[src/rtl/disp_scan_pkg.sv]
// disp_scan shared definitions: scan states, digit count and
// active-high 7-segment patterns (bit 0 = a ... bit 6 = g).
package disp_scan_pkg;

  localparam int NDIG = 6;

  typedef enum logic {
    BLANK = 1'b0,
    SHOW  = 1'b1
  } state_e;

  localparam logic [6:0] SEG_0    = 7'h3F;
  localparam logic [6:0] SEG_1    = 7'h06;
  localparam logic [6:0] SEG_2    = 7'h5B;
  localparam logic [6:0] SEG_3    = 7'h4F;
  localparam logic [6:0] SEG_4    = 7'h66;
  localparam logic [6:0] SEG_5    = 7'h6D;
  localparam logic [6:0] SEG_6    = 7'h7D;
  localparam logic [6:0] SEG_7    = 7'h07;
  localparam logic [6:0] SEG_8    = 7'h7F;
  localparam logic [6:0] SEG_9    = 7'h6F;
  localparam logic [6:0] SEG_DASH = 7'h40;

  function automatic logic [5:0] dig_onehot(
    input logic [2:0] idx
  );
    logic [5:0] oh;
    oh = 6'd1 << idx;
    return oh;
  endfunction

endpackage

[src/rtl/disp_scan_bcd7seg.sv]
// BCD nibble to active-high 7-segment pattern.
// Codes 10..15 render as a dash (segment g only).
module bcd7seg
  import disp_scan_pkg::*;
(
  input  logic [3:0] bcd_i,
  output logic [6:0] seg_o
);

  always_comb begin
    seg_o = SEG_DASH;
    unique case (bcd_i)
      4'd0:    seg_o = SEG_0;
      4'd1:    seg_o = SEG_1;
      4'd2:    seg_o = SEG_2;
      4'd3:    seg_o = SEG_3;
      4'd4:    seg_o = SEG_4;
      4'd5:    seg_o = SEG_5;
      4'd6:    seg_o = SEG_6;
      4'd7:    seg_o = SEG_7;
      4'd8:    seg_o = SEG_8;
      4'd9:    seg_o = SEG_9;
      default: seg_o = SEG_DASH;
    endcase
  end

endmodule

[src/rtl/disp_scan.sv]
// Six-digit multiplexed 7-segment scanner with inter-digit blanking.
// Optional pair blinking is built when DISP_BLINK_EN is defined.
module disp_scan
  import disp_scan_pkg::*;
#(
  parameter int DWELL          = 2,
  parameter int SEG_ACTIVE_LOW = 1,
  parameter int DIG_ACTIVE_LOW = 1,
  parameter int BLINK_HALF     = 500
) (
  input  logic        clk_1Khz,
  input  logic        rst,
  input  logic [23:0] dispbuf,
`ifdef DISP_BLINK_EN
  input  logic [2:0]  blink,
`endif
  output logic [6:0]  seg,
  output logic        dp,
  output logic [5:0]  dig_sel
);

  localparam logic SEG_INV = (SEG_ACTIVE_LOW != 0);
  localparam logic DIG_INV = (DIG_ACTIVE_LOW != 0);

  localparam logic [6:0] SEG_OFF = {7{SEG_INV}};
  localparam logic       DP_OFF  = SEG_INV;
  localparam logic [5:0] DIG_OFF = {6{DIG_INV}};

  localparam logic [7:0] DWELL_LAST = 8'(DWELL - 1);
  localparam logic [2:0] IDX_LAST   = 3'(NDIG - 1);

  state_e      state_q, state_d;
  logic [2:0]  idx_q, idx_d;
  logic [7:0]  dwell_q, dwell_d;
  logic [23:0] snap_q, snap_d;

  logic [6:0]  seg_q, seg_d;
  logic        dp_q, dp_d;
  logic [5:0]  dig_q, dig_d;

  logic [3:0]  nib;
  logic [6:0]  pat;
  logic        seg_blank;

  always_ff @(posedge clk_1Khz or posedge rst) begin
    if (rst) begin
      state_q <= BLANK;
      idx_q   <= '0;
      dwell_q <= '0;
      snap_q  <= '0;
      seg_q   <= SEG_OFF;
      dp_q    <= DP_OFF;
      dig_q   <= DIG_OFF;
    end else begin
      state_q <= state_d;
      idx_q   <= idx_d;
      dwell_q <= dwell_d;
      snap_q  <= snap_d;
      seg_q   <= seg_d;
      dp_q    <= dp_d;
      dig_q   <= dig_d;
    end
  end

  always_comb begin
    state_d = state_q;
    idx_d   = idx_q;
    dwell_d = dwell_q;
    snap_d  = snap_q;
    unique case (state_q)
      BLANK: begin
        state_d = SHOW;
        dwell_d = '0;
        if (idx_q == 3'd0) snap_d = dispbuf;
      end
      SHOW: begin
        if (dwell_q == DWELL_LAST) begin
          state_d = BLANK;
          dwell_d = '0;
          idx_d   = (idx_q == IDX_LAST) ? 3'd0 : idx_q + 3'd1;
        end else begin
          dwell_d = dwell_q + 8'd1;
        end
      end
      default: state_d = BLANK;
    endcase
  end

`ifdef DISP_BLINK_EN
  localparam int CW = (2 * BLINK_HALF > 1) ? $clog2(2 * BLINK_HALF) : 1;
  localparam logic [CW-1:0] CNT_LAST = CW'(2 * BLINK_HALF - 1);
  localparam logic [CW-1:0] CNT_HALF = CW'(BLINK_HALF);

  logic [CW-1:0] cnt_q, cnt_d;

  always_ff @(posedge clk_1Khz or posedge rst) begin
    if (rst) cnt_q <= '0;
    else     cnt_q <= cnt_d;
  end

  always_comb begin
    cnt_d     = (cnt_q == CNT_LAST) ? '0 : cnt_q + 1'b1;
    // idx[2:1] selects the HH/MM/SS pair of the digit being loaded
    seg_blank = (cnt_d >= CNT_HALF) && blink[idx_d[2:1]];
  end
`else
  assign seg_blank = 1'b0;
`endif

  assign nib = snap_d[idx_d*4 +: 4];

  bcd7seg u_dec (
    .bcd_i (nib),
    .seg_o (pat)
  );

  // Outputs are computed from next state so they line up with state_q
  always_comb begin
    seg_d = SEG_OFF;
    dp_d  = DP_OFF;
    dig_d = DIG_OFF;
    if (state_d == SHOW) begin
      dig_d = dig_onehot(idx_d) ^ {6{DIG_INV}};
      seg_d = (seg_blank ? 7'h00 : pat) ^ {7{SEG_INV}};
      dp_d  = ((idx_d == 3'd2) || (idx_d == 3'd4)) ^ SEG_INV;
    end
  end

  assign seg     = seg_q;
  assign dp      = dp_q;
  assign dig_sel = dig_q;

endmodule
[config.mk]
export PLATFORM = sky130hd
export DESIGN_NAME = disp_scan
export DESIGN_NICKNAME = d
export VERILOG_FILES = /design/src/rtl/disp_scan_pkg.sv /design/src/rtl/disp_scan_bcd7seg.sv /design/src/rtl/disp_scan.sv
export SDC_FILE = /design/constraint.sdc
export NUM_CORES = 1
export LEC_CHECK = 0
export CAP_MARGIN = 25
export CORE_ASPECT_RATIO = 0.75
export CORE_UTILIZATION = 40
export CTS_CLUSTER_SIZE = 8
export DETAILED_ROUTE_END_ITERATION = 10
export PLACE_DENSITY = 0.67
export REMOVE_ABC_BUFFERS = 1
export SKIP_LAST_GASP = 1
export SYNTH_ARGS = -nofsm -noshare
export SYNTH_HDL_FRONTEND = slang
export SYNTH_SLANG_ARGS = --single-unit
[constraint.sdc]
create_clock -name clk_1Khz -period 6.1 [get_ports clk_1Khz]
set_input_delay 0.915 -clock clk_1Khz [delete_from_list [all_inputs] [get_ports clk_1Khz]]
set_output_delay 0.915 -clock clk_1Khz [all_outputs]
set_load 0.05 [all_outputs]
==> results.md, run 1 <==
* Max Clock Freq at 0.2658 GHz
* Worst-Skew Late Latency at 300 ps
* Status: complete, no violations
* Synth area leaders: dfrtp_1 (33%), dfstp_2 (13%), mux2_2 (6.6%)
* CTS buffer count at 5
* Synth warn at 0
* First-pass GRT wire length at 10.34 mm
* Max VDD drop at 105.9 µV
* Final wirelength at 6.169 mm
* Post-synth cell types at 67
* Drc violations at 0
* Vias per cell at 5.635
* Share of layout cells above drive strength 1 at 18.69%
* R2R Path Start: idx_q[0]$_DFF_PP0_
* Reg2reg path depth at 10
* Worst EP arrival at 3990 ps
* Io pins at 40
* HP Class: register to register
* Vias at 2,085
* Die ar. at 7173 µm²
* Hold Startpoint: snap_q[12]$_DFF_PP0_
* Crit path to: seg[3]$_DFF_PP1_
* Post-cts sizing count at 0
* R2R Setup Slk at 2340 ps
* Setup tns final at 0 ps
* Final Util at 50.70%
* Syn Inst Count at 255
* CTS tree: built
* DR pass1 iterations at 4
* RSZ-0062 raised after global routing: no
* Clock transition at the registers of the reported paths at 100 ps
* Initial detailed-routing violation count at 176
* Pwr Density at 191.5 nW/µm²
* Die width at 97.46 µm
* Syn Area/Cell at 10.72 µm²
* # clock sinks at 50
* Row count at 25
* Root buffer selected by CTS: clkbuf_8
* Max-Slew Margin vs Limit at 40.56%
* GRT Overall Usage at 18.40%
* Max Slew Vio Count at 0
* Post-synth top area share at 32.95%
* Top cell types by occurrence after synthesis: dfrtp_1 (36), inv_1 (20), mux2_2 (16)
* Crit Path Class: register to register
* Crit start category: register
* Hold Vio Cnt, Final at 0
* Fin crit period at 3763 ps
* Die span in y at 73.60 µm
* Hold Buf Count CTS at 0
* H-tree depth at 2
* Total chip power at 0.6257 mW
* Yosys reg bits at 50
* Crit path capture type: register
* Leak at 1.338 nW
* Total Nets Final at 321
* Critical path peak fanout at 27
* Maximum clock insertion buffer count at 2
* Initial Util at 42.43%
* Post-DP HPWL at 4.447 mm
* Initial antenna violation count at 0
* Post-synth ARST share at 100.0%
* Register area share after synthesis at 46.41%
* Max Cap Viol at 0
* Final ANT Viol Nets at 0
* Worst path most repeated cell: inv_1
* Area grow syn2layout at 19.50%
* Critical Path RT at 6320 ps
* Post-CTS Setup Bufs at 0
* Top_reg_cell synth: dfrtp_1
* Yosys top cell by area: dfrtp_1
* Setup crit start: idx_q[0]$_DFF_PP0_
* Crit path cell chain: clkinv_1, o311ai_1, o221a_2, o311ai_0, o21ai_0, inv_1, ha_1, inv_1, mux2i_1, a21oi_1
* Post-synth EDFFs at 0
* Post-DR wirelength/cell at 16.67 µm
* Mapped Area at 2734 µm²
* Slowest CP cell: dfrtp_1
* Final Skew at 12.51 ps
* Largest net degree at the start of global routing at 28
* GP Congestion at 0.8186
* I/O Buffers at 39
* Cell with the most instances after synthesis: dfrtp_1
* Remaining global-route overflow at 0
* Reg-to-Reg End: seg[3]$_DFF_PP1_
* # setup viols final at 0
* Worst Tran Pin Value at 891.6 ps
* Core ar. at 6444 µm²
* Number of global-route vias before repair at 1,937
* # diodes at 0
* Final period util at 61.69%
* CP max stage delay at 940 ps
* Worst hold slack at 513.2 ps
-- metal layers --
layer,GRT usage [%],routed length (µm),vias up
li1,-,-,998
met1,28.74,3181,1019
met2,25.17,2575,64
met3,4.186,369,4
met4,4.902,43,0
met5,0,0,-
-- cells by family after synthesis --
| logic type | share of synthesized area, % |
|---|---|
| multiplexers | 10.98 |
| buffers and inverters | 6.361 |
| AND/OR/NAND/NOR | 13.09 |
| XOR/XNOR | 1.922 |
| flip-flops | 46.41 |
| AO/OA/AOI/OAI | 17.67 |
| adder cells (fa/ha/maj) | 3.570 |
-- how the worst min path moves through the flow --
stage                                 to  slack (ps)  cells after the start
finish              snap_q[12]$_DFF_PP0_         510                      1
detailed placement  snap_q[12]$_DFF_PP0_         490                      1
floorplan           snap_q[21]$_DFF_PP0_         460                      2
global placement    snap_q[21]$_DFF_PP0_         490                      2
CTS                 snap_q[12]$_DFF_PP0_         520                      1
global route        snap_q[12]$_DFF_PP0_         530                      1
-- area by class of cell --
class / count / area, µm²
clock buffers: 5 / 68.82
well taps: 81 / 101.3
flip-flops and latches: 50 / 1269
fillers: 591 / 3177
multi-input cells: 166 / 1291
clock inverters: 3 / 21.27
repair buffers: 43 / 432.9
inverters: 22 / 82.58
-- registers in the layout, indices dropped and copies added, names as in the netlist --
register and count:
dig_sel 6, idx_q 3, dwell_q 8, state_q 1, dp 1, snap_q 24
seg 7
-- per-stage QoR --
step / cells / area [µm²] / setup WS, ps
6_report: 370 / 3267 / 2337
5_1_grt: 370 / 3267 / 2092
4_1_cts: 370 / 3267 / 2432
3_5_place_dp: 362 / 3177 / 2478
3_3_place_gp: 361 / 3157 / 2579
2_1_floorplan: 238 / 2643 / 2409
-- critical path: cells and delay by family, from the launching register on --
family | cells | cell delay (ps)
buffers and inverters | 3 | 810
adders and majority gates | 1 | 370
muxes | 1 | 60
AOI/OAI and AO/OA | 5 | 1510
DFF | 1 | 940
-- placed cells by master (no fill, tap or decap), types with 4 or more instances in the layout --
cell / n
clkbuf_8: 5
clkdlybuf4s50_1: 39
o21ai_0: 10
nand2_1: 7
a21oi_1: 10
and3_1: 4
dfstp_2: 14
dfrtp_1: 36
nand3_1: 14
xor2_1: 4
ha_1: 7
inv_1: 19
nor2_1: 11
mux2i_1: 12
mux2_2: 16
a211oi_1: 4
a31oi_1: 4
-- where the power goes --
group	switching [mW]	internal (mW)	leakage, nW
registers	0.00441	0.346	0.584
clock network	0.113	0.0808	0.0441
logic	0.0435	0.0373	0.710
total	0.161	0.464	1.34
Note: power is estimated with default switching activity, not from simulation.
==> run 2, diff against run 1 <==
Clock period 6.1 ns to 3.64 ns, I/O delays scaled along.
==> results.md, run 2 (same netlist as run 1, synthesis figures left out) <==
* CTS tree: built
* Io pins at 40
* Initial Util at 42.43%
* Number of global-route vias before repair at 2,069
* Drc violations at 0
* Register name with the most flops: snap_q
* Hold Buf Count CTS at 0
* Share of layout cells above drive strength 1 at 20.81%
* Remaining global-route overflow at 0
* H-tree depth at 2
* Crit Path Class: register to register
* Setup tns final at 0 ps
* Critical Path RT at 3870 ps
* Core ar. at 6444 µm²
* Crit start category: register
* Pwr Density at 334.1 nW/µm²
* DR pass1 iterations at 4
* Reg-to-Reg End: seg[6]$_DFF_PP1_
* Hold Startpoint: snap_q[21]$_DFF_PP0_
* Vias at 2,119
* Filler cell count at 610
* Final period util at 86.16%
* Final Util at 52.16%
* HP Class: register to register
* Die span in y at 73.60 µm
* GRT Overall Usage at 18.57%
* Post-DP HPWL at 4.580 mm
* Post-DR wirelength/cell at 16.35 µm
* Die width at 97.46 µm
* R2R Path Start: dwell_q[1]$_DFF_PP0_
* Max-Slew Margin vs Limit at 56.91%
* Crit path cell chain: inv_1, ha_1, or4bb_1, nor2_4, nand3_1, a31o_1, a31oi_2, mux2_2, o21ai_0
* Max VDD drop at 134.9 µV
* Row count at 25
* R2R Setup Slk at 500 ps
* Multi-input gate area at 1291 µm²
* Hold Path Sink: snap_q[21]$_DFF_PP0_
* Status: complete, no violations
* Crit path capture type: register
* Fin crit period at 3136 ps
* Clock transition at the registers of the reported paths at 90 ps
* Worst EP arrival at 3370 ps
* Post-placement cell count at 371
* Worst-Skew Late Latency at 300 ps
* Max Slew Vio Count at 0
* First-pass GRT wire length at 10.43 mm
* RSZ-0062 raised after global routing: no
* Max Clock Freq at 0.3189 GHz
* Hold path depth at 2
* DP Worst Slack at 416.0 ps
* Most common cell after layout, fill and taps aside: clkdlybuf4s50_1
* Root buffer selected by CTS: clkbuf_8
* Worst Tran Pin Value at 644.4 ps
* Final ANT Viol Nets at 0
* Vias per cell at 5.591
* Final wirelength at 6.198 mm
* CP max stage delay at 610 ps
* Total Nets Final at 330
* Final worst slack at 503.7 ps
* # diodes at 0
* # setup viols final at 0
* Reg2reg path depth at 9
* Largest net degree at the start of global routing at 30
* Commonest non-fill, non-tap cells in the layout: clkdlybuf4s50_1 (39), dfrtp_1 (36), inv_1 (19)
* GP Congestion at 0.8574
* Total chip power at 1.123 mW
* Register area at 1269 µm²
* Leak at 1.398 nW
* I/O Buffers at 39
* Hold Vio Cnt, Final at 0
* Post-route insts no fill at 379
* CTS buffer count at 5
* Initial antenna violation count at 0
* Slowest CP cell: or4bb_1
* Final Skew at 10.09 ps
* Max Cap Viol at 0
* Area grow syn2layout at 22.93%
* Die ar. at 7173 µm²
* Worst path bufs/invs at 1
* Critical path peak fanout at 12
* Number of flip-flops in the largest register at 24
* Maximum clock insertion buffer count at 2
* Initial detailed-routing violation count at 145
* # clock sinks at 50
* Cell class contributing the biggest share of worst-path delay: simple AND/OR/NAND/NOR gates
-- run 2: cell count changes in the layout (fill, tap and decap cells not counted) --
cell        previous run  this run
bufinv_16              0         1
clkinv_2               1         0
clkinvlp_4             1         0
clkinv_4               1         0
o21ai_0               10         9
clkbuf_1               0         1
buf_4                  3        12
clkbuf_8               5         6
o21ai_1                1         2
-- run 2: how the worst max path moves through the flow --
| stage | from | endpoint | slack (ps) | cells past startpoint |
|---|---|---|---|---|
| CTS | dwell_q[1]$_DFF_PP0_ | seg[3]$_DFF_PP1_ | 400 | 12 |
| global placement | dwell_q[1]$_DFF_PP0_ | seg[3]$_DFF_PP1_ | 540 | 12 |
| detailed placement | dwell_q[1]$_DFF_PP0_ | seg[3]$_DFF_PP1_ | 420 | 12 |
| global route | dwell_q[1]$_DFF_PP0_ | seg[3]$_DFF_PP1_ | 140 | 12 |
| floorplan | idx_q[0]$_DFF_PP0_ | seg[4]$_DFF_PP1_ | -50 | 10 |
| finish | dwell_q[1]$_DFF_PP0_ | seg[6]$_DFF_PP1_ | 500 | 9 |
-- run 2: routing by layer --
layer  up-vias  share of wire [%]  GRT usage, %
met5         -                  0             0
met4         0               0.73         4.412
met3         5                6.4         4.186
met2        75                 43         27.12
met1      1029                 49         27.94
li1       1010                  -             -
-- run 2: what timing repair did --
item / in CTS / in global routing
resized for setup: 0 / 1
buffers inserted: 0 / 0
endpoints found under the setup margin: 0 / 1
-- run 2: worst reg2reg max path: cells and delay by family (launching register included) --
kind	cells	cell delay, ps
simple gates	3	1040
compound gates	3	960
flops	1	430
mux	1	410
fa+ha+maj	1	160
buf+inv	1	70
-- run 2: power breakdown --
group | internal (mW) | switching (mW)
clock | 0.224 | 0.178
combinational | 0.0623 | 0.0708
sequential | 0.580 | 0.00748
-- run 2: final cells by class --
class | count | area share, %
tap | 81 | 3.016
clock buffer | 7 | 2.569
multi-input combinational | 166 | 38.42
inverter | 22 | 2.457
sequential | 50 | 37.75
timing repair buffer | 52 | 14.89
clock inverter | 1 | 0.8935
-- run 2: through the flow --
stage               cell area [µm²]  hold slack (ps)
CTS                            3361            516.8
detailed placement             3244            492.8
finish                         3361            511.7
floorplan                      2643            461.3
global placement               3224            487.8
global route                   3361            531.0
==> run 3, diff against run 2 <==
Settings changed: CTS_CLUSTER_SIZE 8 to 30.
==> results of run 3 <==
Final layout, timing and power as in run 2 (identical DEF).
